[src/rtl/ahb_spi_pkg.sv]
// Shared definitions for the AHB-Lite SPI FIFO master: register offsets,
// CTRL/STATUS/IRQ_MASK bit positions and the shift-engine state encoding.
package ahb_spi_pkg;

    localparam logic [7:0] ADDR_CTRL     = 8'h00;
    localparam logic [7:0] ADDR_STATUS   = 8'h04;
    localparam logic [7:0] ADDR_SS       = 8'h08;
    localparam logic [7:0] ADDR_TXDATA   = 8'h0C;
    localparam logic [7:0] ADDR_RXDATA   = 8'h10;
    localparam logic [7:0] ADDR_IRQ_MASK = 8'h14;

    localparam int CTRL_EN      = 0;
    localparam int CTRL_CPOL    = 1;
    localparam int CTRL_CPHA    = 2;
    localparam int CTRL_SS_AH   = 3;
    localparam int CTRL_DIV_LSB = 8;

    localparam int ST_BUSY       = 0;
    localparam int ST_TX_FULL    = 1;
    localparam int ST_TX_EMPTY   = 2;
    localparam int ST_RX_FULL    = 3;
    localparam int ST_RX_EMPTY   = 4;
    localparam int ST_RX_OVF     = 5;
    localparam int ST_TX_OVF     = 6;
    localparam int ST_TX_LVL_LSB = 8;
    localparam int ST_RX_LVL_LSB = 16;

    localparam int IRQ_TX_EMPTY     = 0;
    localparam int IRQ_RX_NOT_EMPTY = 1;
    localparam int IRQ_OVF          = 2;

    typedef enum logic [1:0] {
        S_IDLE  = 2'd0,
        S_LEAD  = 2'd1,
        S_TRAIL = 2'd2,
        S_GAP   = 2'd3
    } spi_state_e;

endpackage

[src/rtl/ahb_spi_fifo_master_fifo.sv]
// Synchronous FIFO used for the TX and RX paths; a push into a full FIFO is
// accepted only when a pop happens in the same cycle.
module spi_sync_fifo #(
    parameter int WIDTH = 8,
    parameter int DEPTH = 8
) (
    input  logic                     clk,
    input  logic                     rst,
    input  logic                     push,
    input  logic                     pop,
    input  logic [WIDTH-1:0]         wdata,
    output logic [WIDTH-1:0]         rdata,
    output logic                     full,
    output logic                     empty,
    output logic [$clog2(DEPTH):0]   level
);
    localparam int AW = $clog2(DEPTH);
    localparam logic [AW:0] FULL_CNT = (AW+1)'(DEPTH);

    logic [WIDTH-1:0] mem_q [DEPTH];
    logic [AW-1:0]    wptr_q, wptr_d, rptr_q, rptr_d;
    logic [AW:0]      count_q, count_d;
    logic             do_push, do_pop;

    assign empty   = (count_q == '0);
    assign full    = (count_q == FULL_CNT);
    assign do_pop  = pop & ~empty;
    assign do_push = push & (~full | do_pop);
    assign rdata   = mem_q[rptr_q];
    assign level   = count_q;

    always_comb begin
        wptr_d  = do_push ? wptr_q + 1'b1 : wptr_q;
        rptr_d  = do_pop ? rptr_q + 1'b1 : rptr_q;
        count_d = count_q;
        if (do_push && !do_pop)
            count_d = count_q + 1'b1;
        else if (do_pop && !do_push)
            count_d = count_q - 1'b1;
    end

    always_ff @(posedge clk) begin
        if (rst) begin
            wptr_q  <= '0;
            rptr_q  <= '0;
            count_q <= '0;
        end else begin
            wptr_q  <= wptr_d;
            rptr_q  <= rptr_d;
            count_q <= count_d;
        end
    end

    always_ff @(posedge clk) begin
        if (do_push)
            mem_q[wptr_q] <= wdata;
    end

endmodule

[src/rtl/ahb_spi_fifo_master.sv]
// AHB-Lite SPI master with TX/RX FIFOs, clock divider and all CPOL/CPHA modes.
// Optional interrupt output and IRQ_MASK register enabled by AHB_SPI_IRQ_EN.
//   state   | meaning
//   S_IDLE  | no frame in flight, SCLK at CTRL.CPOL
//   S_LEAD  | half-period ending in the leading SCLK edge
//   S_TRAIL | half-period ending in the trailing SCLK edge
//   S_GAP   | one idle half-period after a frame, RX word already pushed
module ahb_spi_fifo_master
    import ahb_spi_pkg::*;
#(
    parameter int NUM_SS     = 4,
    parameter int FRAME_BITS = 8,
    parameter int FIFO_DEPTH = 8,
    parameter int DIV_W      = 8
) (
    input  logic              HCLK,
    input  logic              HRESET,
    input  logic              HSEL,
    input  logic              HREADY,
    input  logic [31:0]       HADDR,
    input  logic              HWRITE,
    input  logic [2:0]        HSIZE,
    input  logic [1:0]        HTRANS,
    input  logic [31:0]       HWDATA,
    output logic [31:0]       HRDATA,
    output logic              HREADYOUT,
    input  logic              SPI_MISO_i,
    output logic              SPI_MOSI_o,
    output logic              SPI_CLK_o,
    output logic [NUM_SS-1:0] SPI_SS_o
`ifdef AHB_SPI_IRQ_EN
    ,output logic             IRQ_o
`endif
);
    localparam int LVL_W = $clog2(FIFO_DEPTH) + 1;
    localparam int BC_W  = $clog2(FRAME_BITS);

    logic [7:0]            addr_q, addr_d;
    logic                  wr_q, wr_d, rd_q, rd_d;
    logic                  en_q, en_d, cpol_q, cpol_d, cpha_q, cpha_d, ss_ah_q, ss_ah_d;
    logic [DIV_W-1:0]      clkdiv_q, clkdiv_d;
    logic [NUM_SS-1:0]     ss_q, ss_d;
    logic                  rx_ovf_q, rx_ovf_d, tx_ovf_q, tx_ovf_d;
    spi_state_e            state_q, state_d;
    logic [DIV_W-1:0]      div_cnt_q, div_cnt_d, l_div_q, l_div_d;
    logic [BC_W-1:0]       bit_cnt_q, bit_cnt_d;
    logic [FRAME_BITS-1:0] shift_q, shift_d, rx_sh_q, rx_sh_d;
    logic                  mosi_q, mosi_d, l_cpol_q, l_cpol_d, l_cpha_q, l_cpha_d;
    logic                  tx_push, tx_pop, rx_push, rx_pop, load;
    logic                  tx_full, tx_empty, rx_full, rx_empty;
    logic [FRAME_BITS-1:0] tx_rdata, rx_rdata;
    logic [LVL_W-1:0]      tx_level, rx_level;
    logic                  unused_bits;

    assign unused_bits = ^{HSIZE, HADDR[31:8], HTRANS[0], HWDATA};
    assign HREADYOUT   = 1'b1;
    assign tx_push     = wr_q && (addr_q == ADDR_TXDATA);
    assign rx_pop      = rd_q && (addr_q == ADDR_RXDATA);
    assign SPI_MOSI_o  = mosi_q;
    assign SPI_SS_o    = ss_ah_q ? ss_q : ~ss_q;
    assign SPI_CLK_o   = (state_q == S_TRAIL) ? ~l_cpol_q :
                         (state_q == S_IDLE)  ? cpol_q : l_cpol_q;

    spi_sync_fifo #(.WIDTH(FRAME_BITS), .DEPTH(FIFO_DEPTH)) u_tx_fifo (
        .clk(HCLK), .rst(HRESET), .push(tx_push), .pop(tx_pop),
        .wdata(HWDATA[FRAME_BITS-1:0]), .rdata(tx_rdata),
        .full(tx_full), .empty(tx_empty), .level(tx_level)
    );

    spi_sync_fifo #(.WIDTH(FRAME_BITS), .DEPTH(FIFO_DEPTH)) u_rx_fifo (
        .clk(HCLK), .rst(HRESET), .push(rx_push), .pop(rx_pop),
        .wdata(rx_sh_d), .rdata(rx_rdata),
        .full(rx_full), .empty(rx_empty), .level(rx_level)
    );

`ifdef AHB_SPI_IRQ_EN
    logic [2:0] irq_mask_q, irq_mask_d;
    logic       irq_q, irq_d;

    assign IRQ_o = irq_q;

    always_comb begin
        irq_mask_d = irq_mask_q;
        if (wr_q && addr_q == ADDR_IRQ_MASK)
            irq_mask_d = HWDATA[2:0];
        irq_d = (irq_mask_q[IRQ_TX_EMPTY] & tx_empty)
              | (irq_mask_q[IRQ_RX_NOT_EMPTY] & ~rx_empty)
              | (irq_mask_q[IRQ_OVF] & (rx_ovf_q | tx_ovf_q));
    end

    always_ff @(posedge HCLK) begin
        if (HRESET) begin
            irq_mask_q <= '0;
            irq_q      <= 1'b0;
        end else begin
            irq_mask_q <= irq_mask_d;
            irq_q      <= irq_d;
        end
    end
`endif

    always_comb begin
        addr_d   = addr_q;
        wr_d     = 1'b0;
        rd_d     = 1'b0;
        en_d     = en_q;
        cpol_d   = cpol_q;
        cpha_d   = cpha_q;
        ss_ah_d  = ss_ah_q;
        clkdiv_d = clkdiv_q;
        ss_d     = ss_q;
        rx_ovf_d = rx_ovf_q;
        tx_ovf_d = tx_ovf_q;
        if (HREADY) begin
            addr_d = HADDR[7:0];
            wr_d   = HSEL & HTRANS[1] & HWRITE;
            rd_d   = HSEL & HTRANS[1] & ~HWRITE;
        end
        if (wr_q && addr_q == ADDR_CTRL) begin
            en_d     = HWDATA[CTRL_EN];
            cpol_d   = HWDATA[CTRL_CPOL];
            cpha_d   = HWDATA[CTRL_CPHA];
            ss_ah_d  = HWDATA[CTRL_SS_AH];
            clkdiv_d = HWDATA[CTRL_DIV_LSB +: DIV_W];
        end
        if (wr_q && addr_q == ADDR_SS)
            ss_d = HWDATA[NUM_SS-1:0];
        if (wr_q && addr_q == ADDR_STATUS) begin
            if (HWDATA[ST_RX_OVF]) rx_ovf_d = 1'b0;
            if (HWDATA[ST_TX_OVF]) tx_ovf_d = 1'b0;
        end
        // a same-cycle pop frees a slot, so only a truly dropped word flags overflow
        if (rx_push && rx_full && !rx_pop) rx_ovf_d = 1'b1;
        if (tx_push && tx_full && !tx_pop) tx_ovf_d = 1'b1;
    end

    always_comb begin
        HRDATA = '0;
        if (rd_q) begin
            case (addr_q)
                ADDR_CTRL: begin
                    HRDATA[CTRL_EN]              = en_q;
                    HRDATA[CTRL_CPOL]            = cpol_q;
                    HRDATA[CTRL_CPHA]            = cpha_q;
                    HRDATA[CTRL_SS_AH]           = ss_ah_q;
                    HRDATA[CTRL_DIV_LSB +: DIV_W] = clkdiv_q;
                end
                ADDR_STATUS: begin
                    HRDATA[ST_BUSY]                = (state_q != S_IDLE);
                    HRDATA[ST_TX_FULL]             = tx_full;
                    HRDATA[ST_TX_EMPTY]            = tx_empty;
                    HRDATA[ST_RX_FULL]             = rx_full;
                    HRDATA[ST_RX_EMPTY]            = rx_empty;
                    HRDATA[ST_RX_OVF]              = rx_ovf_q;
                    HRDATA[ST_TX_OVF]              = tx_ovf_q;
                    HRDATA[ST_TX_LVL_LSB +: LVL_W] = tx_level;
                    HRDATA[ST_RX_LVL_LSB +: LVL_W] = rx_level;
                end
                ADDR_SS:     HRDATA[NUM_SS-1:0] = ss_q;
                ADDR_RXDATA: if (!rx_empty) HRDATA[FRAME_BITS-1:0] = rx_rdata;
`ifdef AHB_SPI_IRQ_EN
                ADDR_IRQ_MASK: HRDATA[2:0] = irq_mask_q;
`endif
                default: HRDATA = '0;
            endcase
        end
    end

    always_comb begin
        state_d   = state_q;
        div_cnt_d = div_cnt_q;
        bit_cnt_d = bit_cnt_q;
        shift_d   = shift_q;
        rx_sh_d   = rx_sh_q;
        mosi_d    = mosi_q;
        l_cpol_d  = l_cpol_q;
        l_cpha_d  = l_cpha_q;
        l_div_d   = l_div_q;
        tx_pop    = 1'b0;
        rx_push   = 1'b0;
        load      = 1'b0;
        case (state_q)
            S_IDLE: load = en_q & ~tx_empty;
            S_LEAD: begin
                if (div_cnt_q == '0) begin
                    state_d   = S_TRAIL;
                    div_cnt_d = l_div_q;
                    if (!l_cpha_q) begin
                        rx_sh_d = {rx_sh_q[FRAME_BITS-2:0], SPI_MISO_i};
                    end else begin
                        mosi_d  = shift_q[FRAME_BITS-1];
                        shift_d = shift_q << 1;
                    end
                end else begin
                    div_cnt_d = div_cnt_q - 1'b1;
                end
            end
            S_TRAIL: begin
                if (div_cnt_q == '0) begin
                    div_cnt_d = l_div_q;
                    if (!l_cpha_q) begin
                        mosi_d  = shift_q[FRAME_BITS-1];
                        shift_d = shift_q << 1;
                    end else begin
                        rx_sh_d = {rx_sh_q[FRAME_BITS-2:0], SPI_MISO_i};
                    end
                    if (bit_cnt_q == '0) begin
                        state_d = S_GAP;
                        rx_push = 1'b1;
                    end else begin
                        state_d   = S_LEAD;
                        bit_cnt_d = bit_cnt_q - 1'b1;
                    end
                end else begin
                    div_cnt_d = div_cnt_q - 1'b1;
                end
            end
            S_GAP: begin
                if (div_cnt_q == '0) begin
                    load = en_q & ~tx_empty;
                    if (!load) state_d = S_IDLE;
                end else begin
                    div_cnt_d = div_cnt_q - 1'b1;
                end
            end
            default: state_d = S_IDLE;
        endcase
        if (load) begin
            tx_pop    = 1'b1;
            state_d   = S_LEAD;
            l_cpol_d  = cpol_q;
            l_cpha_d  = cpha_q;
            l_div_d   = clkdiv_q;
            div_cnt_d = clkdiv_q;
            bit_cnt_d = BC_W'(FRAME_BITS - 1);
            // CPHA=0 presents the MSB for the whole first half-period
            if (!cpha_q) begin
                mosi_d  = tx_rdata[FRAME_BITS-1];
                shift_d = tx_rdata << 1;
            end else begin
                shift_d = tx_rdata;
            end
        end
    end

    always_ff @(posedge HCLK) begin
        if (HRESET) begin
            addr_q    <= '0;
            wr_q      <= 1'b0;
            rd_q      <= 1'b0;
            en_q      <= 1'b0;
            cpol_q    <= 1'b0;
            cpha_q    <= 1'b0;
            ss_ah_q   <= 1'b0;
            clkdiv_q  <= '0;
            ss_q      <= '0;
            rx_ovf_q  <= 1'b0;
            tx_ovf_q  <= 1'b0;
            state_q   <= S_IDLE;
            div_cnt_q <= '0;
            bit_cnt_q <= '0;
            shift_q   <= '0;
            rx_sh_q   <= '0;
            mosi_q    <= 1'b0;
            l_cpol_q  <= 1'b0;
            l_cpha_q  <= 1'b0;
            l_div_q   <= '0;
        end else begin
            addr_q    <= addr_d;
            wr_q      <= wr_d;
            rd_q      <= rd_d;
            en_q      <= en_d;
            cpol_q    <= cpol_d;
            cpha_q    <= cpha_d;
            ss_ah_q   <= ss_ah_d;
            clkdiv_q  <= clkdiv_d;
            ss_q      <= ss_d;
            rx_ovf_q  <= rx_ovf_d;
            tx_ovf_q  <= tx_ovf_d;
            state_q   <= state_d;
            div_cnt_q <= div_cnt_d;
            bit_cnt_q <= bit_cnt_d;
            shift_q   <= shift_d;
            rx_sh_q   <= rx_sh_d;
            mosi_q    <= mosi_d;
            l_cpol_q  <= l_cpol_d;
            l_cpha_q  <= l_cpha_d;
            l_div_q   <= l_div_d;
        end
    end

endmodule
[config.mk]
export PLATFORM = sky130hd
export DESIGN_NAME = ahb_spi_fifo_master
export DESIGN_NICKNAME = d
export VERILOG_FILES = /design/src/rtl/ahb_spi_pkg.sv /design/src/rtl/ahb_spi_fifo_master_fifo.sv /design/src/rtl/ahb_spi_fifo_master.sv
export SDC_FILE = /design/constraint.sdc
export NUM_CORES = 1
export LEC_CHECK = 0
export CAP_MARGIN = 5
export CORE_AREA = 2 2 228 118
export DETAILED_ROUTE_END_ITERATION = 6
export DIE_AREA = 0 0 230 120
export PLACE_DENSITY = 0.57
export SYNTH_ARGS = -nofsm -noshare
export SYNTH_HDL_FRONTEND = slang
export SYNTH_SLANG_ARGS = --single-unit
[constraint.sdc]
create_clock -name HCLK -period 6.01 [get_ports HCLK]
set_input_delay 1.202 -clock HCLK [delete_from_list [all_inputs] [get_ports HCLK]]
set_output_delay 1.202 -clock HCLK [all_outputs]
set_load 0.02 [all_outputs]
### Yosys cells after proc, flatten, opt, wreduce, memory -nomap -nowiden

Memories as Yosys holds them, arrays and structs flattened. A register that Yosys moved wholly into a read port is not among the register bits.
Index checks and enable logic that the tools add are counted.

* input port bits: 75
* output and inout port bits: 39
* register bits after elaboration: 88
* RAM bits: 128
* memories: 2

* muxes and demuxes: 69
* reduce and logical (&&, ||, !) cells: 48
* $add $sub $neg: 10
* bitwise logic cells: 18
* eq/ne operators: 21

Memory list
* u_rx_fifo.mem_q: words 8, bits a word 8, rd ports 1, clocked after Yosys merged registers in 1, write ports 1, RTL line ahb_spi_fifo_master_fifo.sv:20 `logic [WIDTH-1:0] mem_q [DEPTH];`
* u_tx_fifo.mem_q: words 8, bits a word 8, rd ports 1, clocked after Yosys merged registers in 1, write ports 1, RTL line ahb_spi_fifo_master_fifo.sv:20

Operators by type and width (number)
* 2-to-1 mux 8 bit: 14
* case mux 8 bit (2 select lines): 3
* 2-to-1 mux 4 bit: 7
* 2-to-1 mux 1 bit: 25
* 2-to-1 mux 3 bit: 8
* 2-to-1 mux 20 bit: 1
* inequality test 3 bit (second input constant): 6
* nonzero test 2 bit: 9
* equality test 8 x 4 -> 1 bit (second input constant): 2
* logical NOT 8 bit: 2
* case mux 4 bit (4 select lines): 1
* AND reduction 5 bit: 3
* logical AND 1 bit: 13
* adder 3 x 1 -> 3 bit (second input constant): 4
* 2-to-1 mux 2 bit: 5
* nonzero test 3 bit: 3
* adder 4 x 1 -> 4 bit (second input constant): 2
* bitwise AND 1 bit: 8
* equality test 4 bit (second input constant): 2
* equality test 8 x 3 -> 1 bit (second input constant): 1
* equality test 8 x 5 -> 1 bit (second input constant): 1
* logical NOT 4 bit: 2
* inequality test 2 bit (second input constant): 4
* case mux 4 bit (2 select lines): 1
* 20 further kinds: 39

### Longest topological paths before layout

Gate-level depths: netlist of run 1.

* depth after elaboration: 13
* mapped depth: 16
* gate-level depth less buffers: 15

### Modules after synthesis

Synthesis of run 1 repeated with hierarchy kept, for this count alone.

* cells, all modules: 813
* area, all modules: 10104.7 um^2

Modules (own cells, without submodules)
* spi_sync_fifo: times used 2, cells an instance 166, area each 3064.2 um^2
* ahb_spi_fifo_master: times used 1, cells an instance 481, area each 3976.3 um^2

### Least setup slack after synthesis of run 1

OpenSTA, ideal clock, no wires.

* path type: register -> register
* from: register div_cnt_q[0]
* to: register u_tx_fifo.count_q[3] (netlist: u_tx_fifo.level[3])
* required time: 5.940 ns
* cell stages (with the launch flop): 17
* data arrival time: 3.063 ns
* slack: 2.876 ns
* buffers on the path: 1
* period minus slack after synthesis: 3.134 ns
* cell sequence: dfxtp_1 -> inv_1 -> ha_1 -> nor3b_1 -> buf_2 -> a31oi_2 -> nor2_4 -> o21ai_1 -> inv_1 -> ha_1 -> inv_1 -> ha_1 -> a21o_1 -> a21oi_1 -> xnor2_1 -> or3_1 -> a21oi_1

* word-level cells in the longest chain between the ends: 10

RTL lines
* start: declaration: RTL line ahb_spi_fifo_master.sv:45 `logic [DIV_W-1:0] div_cnt_q, div_cnt_d, l_div_q, l_div_d;`
* start signal: assignment: RTL line ahb_spi_fifo_master.sv:281 `div_cnt_q <= div_cnt_d;`
* logical NOT 8 bit (*): RTL line ahb_spi_fifo_master.sv:219 `if (div_cnt_q == '0) begin`
* 2-to-1 mux 1 bit (*): RTL line ahb_spi_fifo_master.sv:219
* case mux 1 bit (2 select lines) (*): RTL line ahb_spi_fifo_master.sv:182 `case (state_q)`
* 2-to-1 mux 1 bit (*): RTL line ahb_spi_fifo_master.sv:228 `if (load) begin`
* bitwise AND 1 bit (*): RTL line ahb_spi_fifo_master_fifo.sv:27 `assign do_pop = pop & ~empty;`
* OR 1 bit (*): RTL line ahb_spi_fifo_master_fifo.sv:28 `assign do_push = push & (~full | do_pop);`
* bitwise AND 1 bit (*): RTL line ahb_spi_fifo_master_fifo.sv:28
* net u_tx_fifo.do_push: RTL line ahb_spi_fifo_master_fifo.sv:23 `logic do_push, do_pop;`
* logical NOT 1 bit: RTL line ahb_spi_fifo_master_fifo.sv:38 `else if (do_pop && !do_push)`
* logical AND 1 bit: RTL line ahb_spi_fifo_master_fifo.sv:38
* nonzero test 2 bit (no line)
* end signal: assignment: RTL line ahb_spi_fifo_master_fifo.sv:50 `count_q <= count_d;`
* end: declaration: RTL line ahb_spi_fifo_master_fifo.sv:22 `logic [AW:0] count_q, count_d;`

Mark *: on every way through the listed nets, which the timed path passes. The rest lies on a longest branch.
A chain may end at the register's enable or synchronous reset.

==> summary.txt, run 1 <==
Layout
  • Area delta synth->final: 15.4%
  • Fin cells: 1218
  • Share of post-route cells with drive strength above 1: 13.4%
  • Nets: 946

Clocking
  • CTS hold repair buffers: 0
  • Worst-path clk slew: approximately 0.06 ns
  • Post-CTS sizing: 0
  • Htree depth: 1
  • CTS sink cnt: 222
  • CTS tree: done
  • Clk buf depth: 3
  • Insertion delay to the later sink of the worst-skew pair: roughly 0.52 ns
  • CTS root buf: clkbuf_16
  • Num CTS Buffers: 21
  • Post-CTS setup buffers: 0

Worst setup path
  • Startpoint class of the critical path: flip-flop
  • Slowest stage delay, CP: between 1 and 1.5 ns
  • Top delay family on crit path: flip-flops
  • R2R depth: 17
  • Critical path depth: 6
  • Largest fanout on the critical path: 15
  • Setup slack, reg-to-reg: between 2 and 2.5 ns
  • Critical R2R Capture: u_tx_fifo.level[3]
  • Bufs and invs on worst path: 2
  • Worst EP required: 4.81 ns
  • Cells along the critical path: buf_4 -> mux4_2 -> mux2_2 -> a22oi_1 -> nor2b_1 -> clkdlybuf4s50_1
  • Critical Path Sink Type: output pin
  • Reg2reg start: div_cnt_q[0]
  • CP arrival: 3.39 ns
  • Crit-path slowest cell: dfxtp_1
  • CP Class: reg2out

Synthesis
  • Synth Instances: a little over 800
  • Post-Syn Area: between 10000 and 15000 sq um
  • Seq/Total Area, Yosys: about 57%
  • Post-synth EDFFs: approximately 130
  • Leading area contributor after synthesis: edfxtp_1
  • Top area cells in the synthesized netlist: edfxtp_1, dfxtp_1, mux4_2
  • Async SR Flop Fraction: 0%
  • Synth Warn #: 0
  • Synth unique cells: between 80 and 90
  • Yosys reg bits: ~220
  • Top cell type's share of synthesized area: 38.1%
  • Main synth FF type: edfxtp_1
  • Mean Syn Cell Area: approximately 13 sq um

Timing
  • Final min period: about 4.6 ns
  • Final setup fails: 0
  • Max Clock Skew: 0.0132 ns
  • Hold Vio Cnt, Final: 0
  • RSZ-0062 raised after global routing: no
  • Fmax: between 200 and 250 MHz
  • Worst-margin pin slew: ~1.1 ns
  • Min Hold Slack: between 0.4 and 0.5 ns
  • Fin. max-slew vios: 0
  • Slew headroom: 24.6%
  • Tcrit/Tclk final: 76.4%
  • Setup TNS: 0 ns

Floorplan
  • I/O Pins: approximately 110
  • DIE AREA: between 20000 and 30000 sq um
  • Site Rows: between 40 and 50
  • Core Region: ~26000 sq um
  • Die Ht: 120 um
  • Die X: 230 um
  • Initial core utilization: about two fifths

GRT
  • Vias in the first global route: 6116
  • GRT overflow: 0
  • Global Route Usage Sum: between 15 and 20%
  • Most Used Layer, Global Route: met1
  • Largest net degree at the start of global routing: just over 60
  • GR met3 Demand/Resource: about 3.9%
  • GRT met2 Usage: between 20 and 25%
  • Met1 usage: 29.9%
  • Initial antenna violation count: 1
  • First-pass GRT wire length: approximately 37000 um

Pwr
  • Switching share of power: a little under 30%
  • LEAKAGE: between 3 and 4 nW
  • IR drop worst, VDD: between 0.15 and 0.2 mV
  • Power per Cell Area: between 300 and 400 nW/um^2
  • Net Switching: between 1 and 1.5 mW
  • Combinational share of power: about 20%
  • Cell internal pwr: 2.76 mW
  • Clock power share: between 30% and 40%
  • Seq pwr share: roughly 45%

Worst hold path
  • Hold Path Stages: 2
  • Hold_sp: l_div_q[2]
  • Hold Crit Class: reg2reg
  • Worst Hold End: l_div_q[2]

Place
  • Placed cells: between 1000 and 1500
  • DP Wirelength: around 17000 um
  • Port bufs: 56
  • Gpl congestion: ~0.8

Routing
  • Via count: roughly 6600
  • Detailed Route WL: 24100 um
  • First drt pass iteration count: 5
  • Vias per cell: 5.39
  • DRC viols: 0
  • Wire length per cell: ~20 um
  • Antenna-violating nets left: 0
  • Initial drt markers: around 720

Run
  • Max cap viols: 0

Outcome
  • Status: completed
[synth_stat cells, types with 3 or more instances]
library cell	instances
a21oi_1	35
or3_1	3
mux4_2	32
nor2_1	80
nor3b_1	4
o21ai_0	17
buf_2	12
ha_1	19
and2_1	16
nor3_4	3
a221o_1	6
a31oi_1	5
a22oi_1	13
edfxtp_1	128
xor2_1	6
a21o_1	3
nor2_2	3
nand3_1	8
nor3_1	18
clkbuf_1	22
and3_1	3
or4_4	3
a32o_1	7
mux2i_1	46
o22ai_1	5
o2bb2ai_1	3
buf_4	13
a311oi_1	9
o211ai_1	4
xnor2_1	12
nor2b_1	8
a22o_1	4
dfxtp_1	94
mux2_2	6
nand4_1	5
nand3b_1	3
nor3b_2	3
inv_1	15
buf_1	10
nor4_1	4
nand2b_1	4
nand2_1	59
[worst max path at each step]
stage	start	end	slack [ns]
2_1_floorplan	div_cnt_q[0]	u_tx_fifo.level[3]	2.88
3_3_place_gp	flip-flop	HRDATA[0]	1.91
3_5_place_dp	flip-flop	HRDATA[0]	1.91
4_1_cts	flip-flop	HRDATA[0]	1.35
5_1_grt	flip-flop	HRDATA[0]	1.20
6_report	flip-flop	HRDATA[0]	1.42
[cells by family (layout without fill, tap and decap cells)]
family | after synthesis | in the layout | share of synthesized area [%]
XOR/XNOR | 18 | 18 | 1.56
AND/OR/NAND/NOR | 248 | 248 | 13.2
other | 2 | 14 | 0.0745
adder cells (fa/ha/maj) | 21 | 21 | 2.76
AO/OA/AOI/OAI | 135 | 135 | 9.51
multiplexers | 86 | 86 | 12.6
buffers and inverters | 74 | 122 | 3.46
flip-flops | 222 | 222 | 56.8
[cells in the final DEF (no fill, tap or decap), types with 6 or more instances in the layout]
cell               n
mux4_2            32
nor2_1            80
nor2b_1            8
nand3_1            8
clkdlybuf4s50_1   55
and2_1            16
a221o_1            6
clkbuf_16         22
edfxtp_1         128
xor2_1             6
a21oi_1           35
xnor2_1           12
a311oi_1           9
a32o_1             7
a22oi_1           13
conb_1            13
mux2_2             6
nor3_1            18
o21ai_0           17
nand2_1           59
dfxtp_1           94
buf_4             12
ha_1              19
inv_1             15
mux2i_1           46
[power by group through the flow]
| stage | Combinational, mW | Sequential, mW | Clock [mW] |
|---|---|---|---|
| global placement | 0.758 | 1.79 | 0 |
| detailed placement | 0.765 | 1.79 | 0 |
| floorplan | 0.597 | 1.76 | 0 |
| global route | 0.853 | 1.77 | 1.46 |
| CTS | 0.769 | 1.76 | 1.40 |
| finish | 0.773 | 1.76 | 1.36 |
[metrics by stage]
| stage | power, mW | area [sq um] | worst slack (ns) | util (%) |
|---|---|---|---|---|
| floorplan | 2.36 | 10100 | 2.88 | - |
| global placement | 2.55 | 10900 | 1.91 | 42.4 |
| detailed placement | 2.56 | 10900 | 1.91 | 42.4 |
| CTS | 3.92 | 11600 | 1.35 | 45.1 |
| global route | 4.08 | 11600 | 1.20 | 45.1 |
| finish | 3.90 | 11600 | 1.42 | 45.2 |
[registers in the layout, summed over array words and instances, names as in the netlist, 2 cells and up, named ones only]
register / cells
u_rx_fifo.mem_q: 64
u_tx_fifo.mem_q: 64
addr_q: 8
clkdiv_q: 8
div_cnt_q: 8
l_div_q: 8
rx_sh_q: 8
shift_q: 8
ss_q: 4
u_rx_fifo.level: 4
u_tx_fifo.level: 4
bit_cnt_q: 3
u_rx_fifo.rptr_q: 3
u_rx_fifo.wptr_q: 3
u_tx_fifo.rptr_q: 3
u_tx_fifo.wptr_q: 3
state_q: 2
[cell type report]
| class | instances | area (sq um) |
|---|---|---|
| inverter | 16 | 60.1 |
| fill | 2357 | 14100 |
| clock buffer | 26 | 576 |
| tap | 352 | 440 |
| timing repair buffer | 68 | 646 |
| multi-input combinational | 521 | 4060 |
| sequential | 222 | 5730 |
| antenna | 1 | 2.50 |
| clock inverter | 12 | 121 |
[worst min-delay path, delay by kind of cell, from the launching register on]
| kind | cells | cell delay (ns) |
|---|---|---|
| DFF | 1 | 0.31 |
| and+or+nand+nor | 1 | 0.05 |
| AOI/OAI and AO/OA | 1 | 0.05 |
[layer usage]
metal	vias to the layer above	share of wire, %
met1	3240	54
met2	182	37
met4	0	1.9
met3	35	7.0
met5	-	0
li1	3102	-
No activity file was read; power rests on OpenSTA's default activity.
==> inputs of run 2 (changes only) <==
- clock period: 6.01 -> 4.23 ns (I/O delays scaled with it)
==> summary.txt, run 2 (synthesis gave the netlist of run 1 again) <==
Outcome
  • Status: completed

Worst setup path
  • CP Class: reg2out
  • Startpoint class of the critical path: flip-flop
  • Critical Path Sink Type: output pin
  • CP arrival: 3.18 ns (-0.21 ns)
  • Slowest stage delay, CP: 0.62 ns (-0.41 ns)
  • Setup slack, reg-to-reg: 0.68 ns (-1.47 ns)
  • Cells along the critical path: or4_4 -> nor3_2 -> nand2_1 -> nor2_2 -> a22o_1 -> clkdlybuf4s50_1
  • Largest fanout on the critical path: 10 (-5)
  • Crit-path slowest cell: clkdlybuf4s50_1
  • Worst EP required: 3.38 ns (-1.43 ns)

Floorplan
  • Site Rows: 42 (unchanged)
  • DIE AREA: 27600 sq um (unchanged)
  • I/O Pins: 114 (unchanged)
  • Initial core utilization: 39.1% (unchanged)
  • Core Region: 25700 sq um (unchanged)
  • Die X: 230 um (unchanged)
  • Die Ht: 120 um (unchanged)

Routing
  • Via count: 6640 (+1.2%)
  • Wire length per cell: 20.3 um (+2.5%)
  • Antenna-violating nets left: 0 (unchanged)
  • Detailed Route WL: 25000 um (+3.5%)
  • First drt pass iteration count: 6 (+1)
  • DRC viols: 0 (unchanged)
  • Vias per cell: 5.39 (+0.17%)
  • Initial drt markers: 745 (+3.0%)

Layout
  • Commonest non-fill, non-tap cells in the layout: edfxtp_1, dfxtp_1, nor2_1
  • Filler instances: 2325 (-1.4%)
  • Most common cell after layout, fill and taps aside: edfxtp_1
  • Fin cells: 1231 (+1.1%)
  • Nets: 958 (+1.3%)
  • Area delta synth->final: 16.3%
  • Finished Core Util: 45.5% (+0.35 points)
  • Share of post-route cells with drive strength above 1: 14.7% (+1.3 points)
  • Design area: 11700 sq um (+0.79%)
  • Top flop regs: u_rx_fifo.mem_q x64, u_tx_fifo.mem_q x64

Clocking
  • Post-CTS sizing: 0 (unchanged)
  • Clk buf depth: 3 (unchanged)
  • Post-CTS setup buffers: 0 (unchanged)
  • CTS hold repair buffers: 0 (unchanged)
  • CTS sink cnt: 222 (unchanged)
  • Htree depth: 1 (unchanged)
  • Worst-path clk slew: 0.06 ns (about the same)
  • CTS root buf: clkbuf_16
  • CTS tree: done
  • Num CTS Buffers: 22 (+4.8%)
  • Insertion delay to the later sink of the worst-skew pair: 0.55 ns (+0.03 ns)

Timing
  • Final min period: just over 4 ns
  • Fmax: between 200 and 250 MHz
  • Fin. max-slew vios: 0 (unchanged)
  • Hold Vio Cnt, Final: 0 (unchanged)
  • Worst-margin pin slew: 1.03 ns (-0.0915 ns)
  • Max Clock Skew: 0.0395 ns (+0.0263 ns)
  • Setup TNS: 0 ns (unchanged)
  • Final setup fails: 0 (unchanged)
  • Tcrit/Tclk final: between 90% and 100%
  • RSZ-0062 raised after global routing: no
  • Slew headroom: 31.0% (+6.5 points)

GRT
  • Global Route Usage Sum: 18.3% (+0.52 points)
  • Vias in the first global route: 6296 (+2.9%)
  • GRT overflow: 0 (unchanged)
  • Initial antenna violation count: 0 (-1)
  • Largest net degree at the start of global routing: 49 (-21%)
  • First-pass GRT wire length: 38400 um (+3.2%)

Pwr
  • LEAKAGE: 3.92 nW (+1.9%)
  • Power per Cell Area: 475 nW/um^2 (+42%)
  • Pwr Total: 5.56 mW (+43%)
  • IR drop worst, VDD: 0.259 mV (+31%)

Place
  • Gpl congestion: 0.846 (+7.3%)
  • Port bufs: 56 (unchanged)
  • DP Wirelength: 17600 um (+3.9%)
  • Placed cells: 1190 (+0.93%)
  • Placed inst area: 11000 sq um (+0.71%)

Worst hold path
  • Hold Crit Class: reg2reg

Run
  • Max cap viols: 0 (unchanged)
-- run 2: cell count changes in the layout (fill, tap and decap cells not counted), moves of 2 or more --
cell and change:
clkinv_2 +3, clkbuf_1 -2, clkinvlp_4 -3, buf_4 +11
-- run 2: critical path, delay by kind of cell (launching register included) --
kind | cells | cell delay, ns
and+or+nand+nor | 4 | 1.38
buffers and inverters | 1 | 0.62
DFF | 1 | 0.34
AOI/OAI and AO/OA | 1 | 0.28
-- run 2: power by group --
group / switching, mW / leakage [nW] / internal (mW) / total (mW)
combinational: 0.675 / 1.71 / 0.455 / 1.13
sequential: 0.111 / 1.86 / 2.39 / 2.50
clock: 0.877 / 0.348 / 1.05 / 1.93
-- run 2: worst paths after layout --
kind         depth (start not counted)    startpoint                 end
min reg2reg                          2    l_div_q[4]          l_div_q[4]
max                                  6     addr_q[7]           HRDATA[8]
min                                  2    l_div_q[4]          l_div_q[4]
max reg2reg                         14  div_cnt_q[0]  u_rx_fifo.level[3]
-- run 2: area by class of cell --
cell class / instances / area (sq um) / area share (%)
Timing Repair Buffer: 79 / 728 / 6.21
Clock inverter: 16 / 143 / 1.22
Antenna cell: 1 / 2.50 / 0.0214
Inverter: 16 / 60.1 / 0.512
Sequential cell: 222 / 5730 / 48.9
Clock buffer: 24 / 568 / 4.85
Multi-Input combinational cell: 521 / 4050 / 34.6
Tap cell: 352 / 440 / 3.76
-- run 2: routing by layer --
| layer | part of all wire (%) | global-route usage (%) | up-vias |
|---|---|---|---|
| li1 | - | - | 3129 |
| met3 | 9.2 | 3.94 | 27 |
| met2 | 39 | 24.2 | 238 |
| met1 | 51 | 30.2 | 3246 |
| met5 | 0 | 0 | - |
| met4 | 1.4 | 3.19 | 0 |
-- run 2: stage by stage --
step	setup WS (ns)	hold slack, ns
4_1_cts	0.194	0.455
3_5_place_dp	0.726	0.446
6_report	0.209	0.457
3_3_place_gp	0.768	0.441
2_1_floorplan	1.10	0.432
5_1_grt	0.0736	0.477
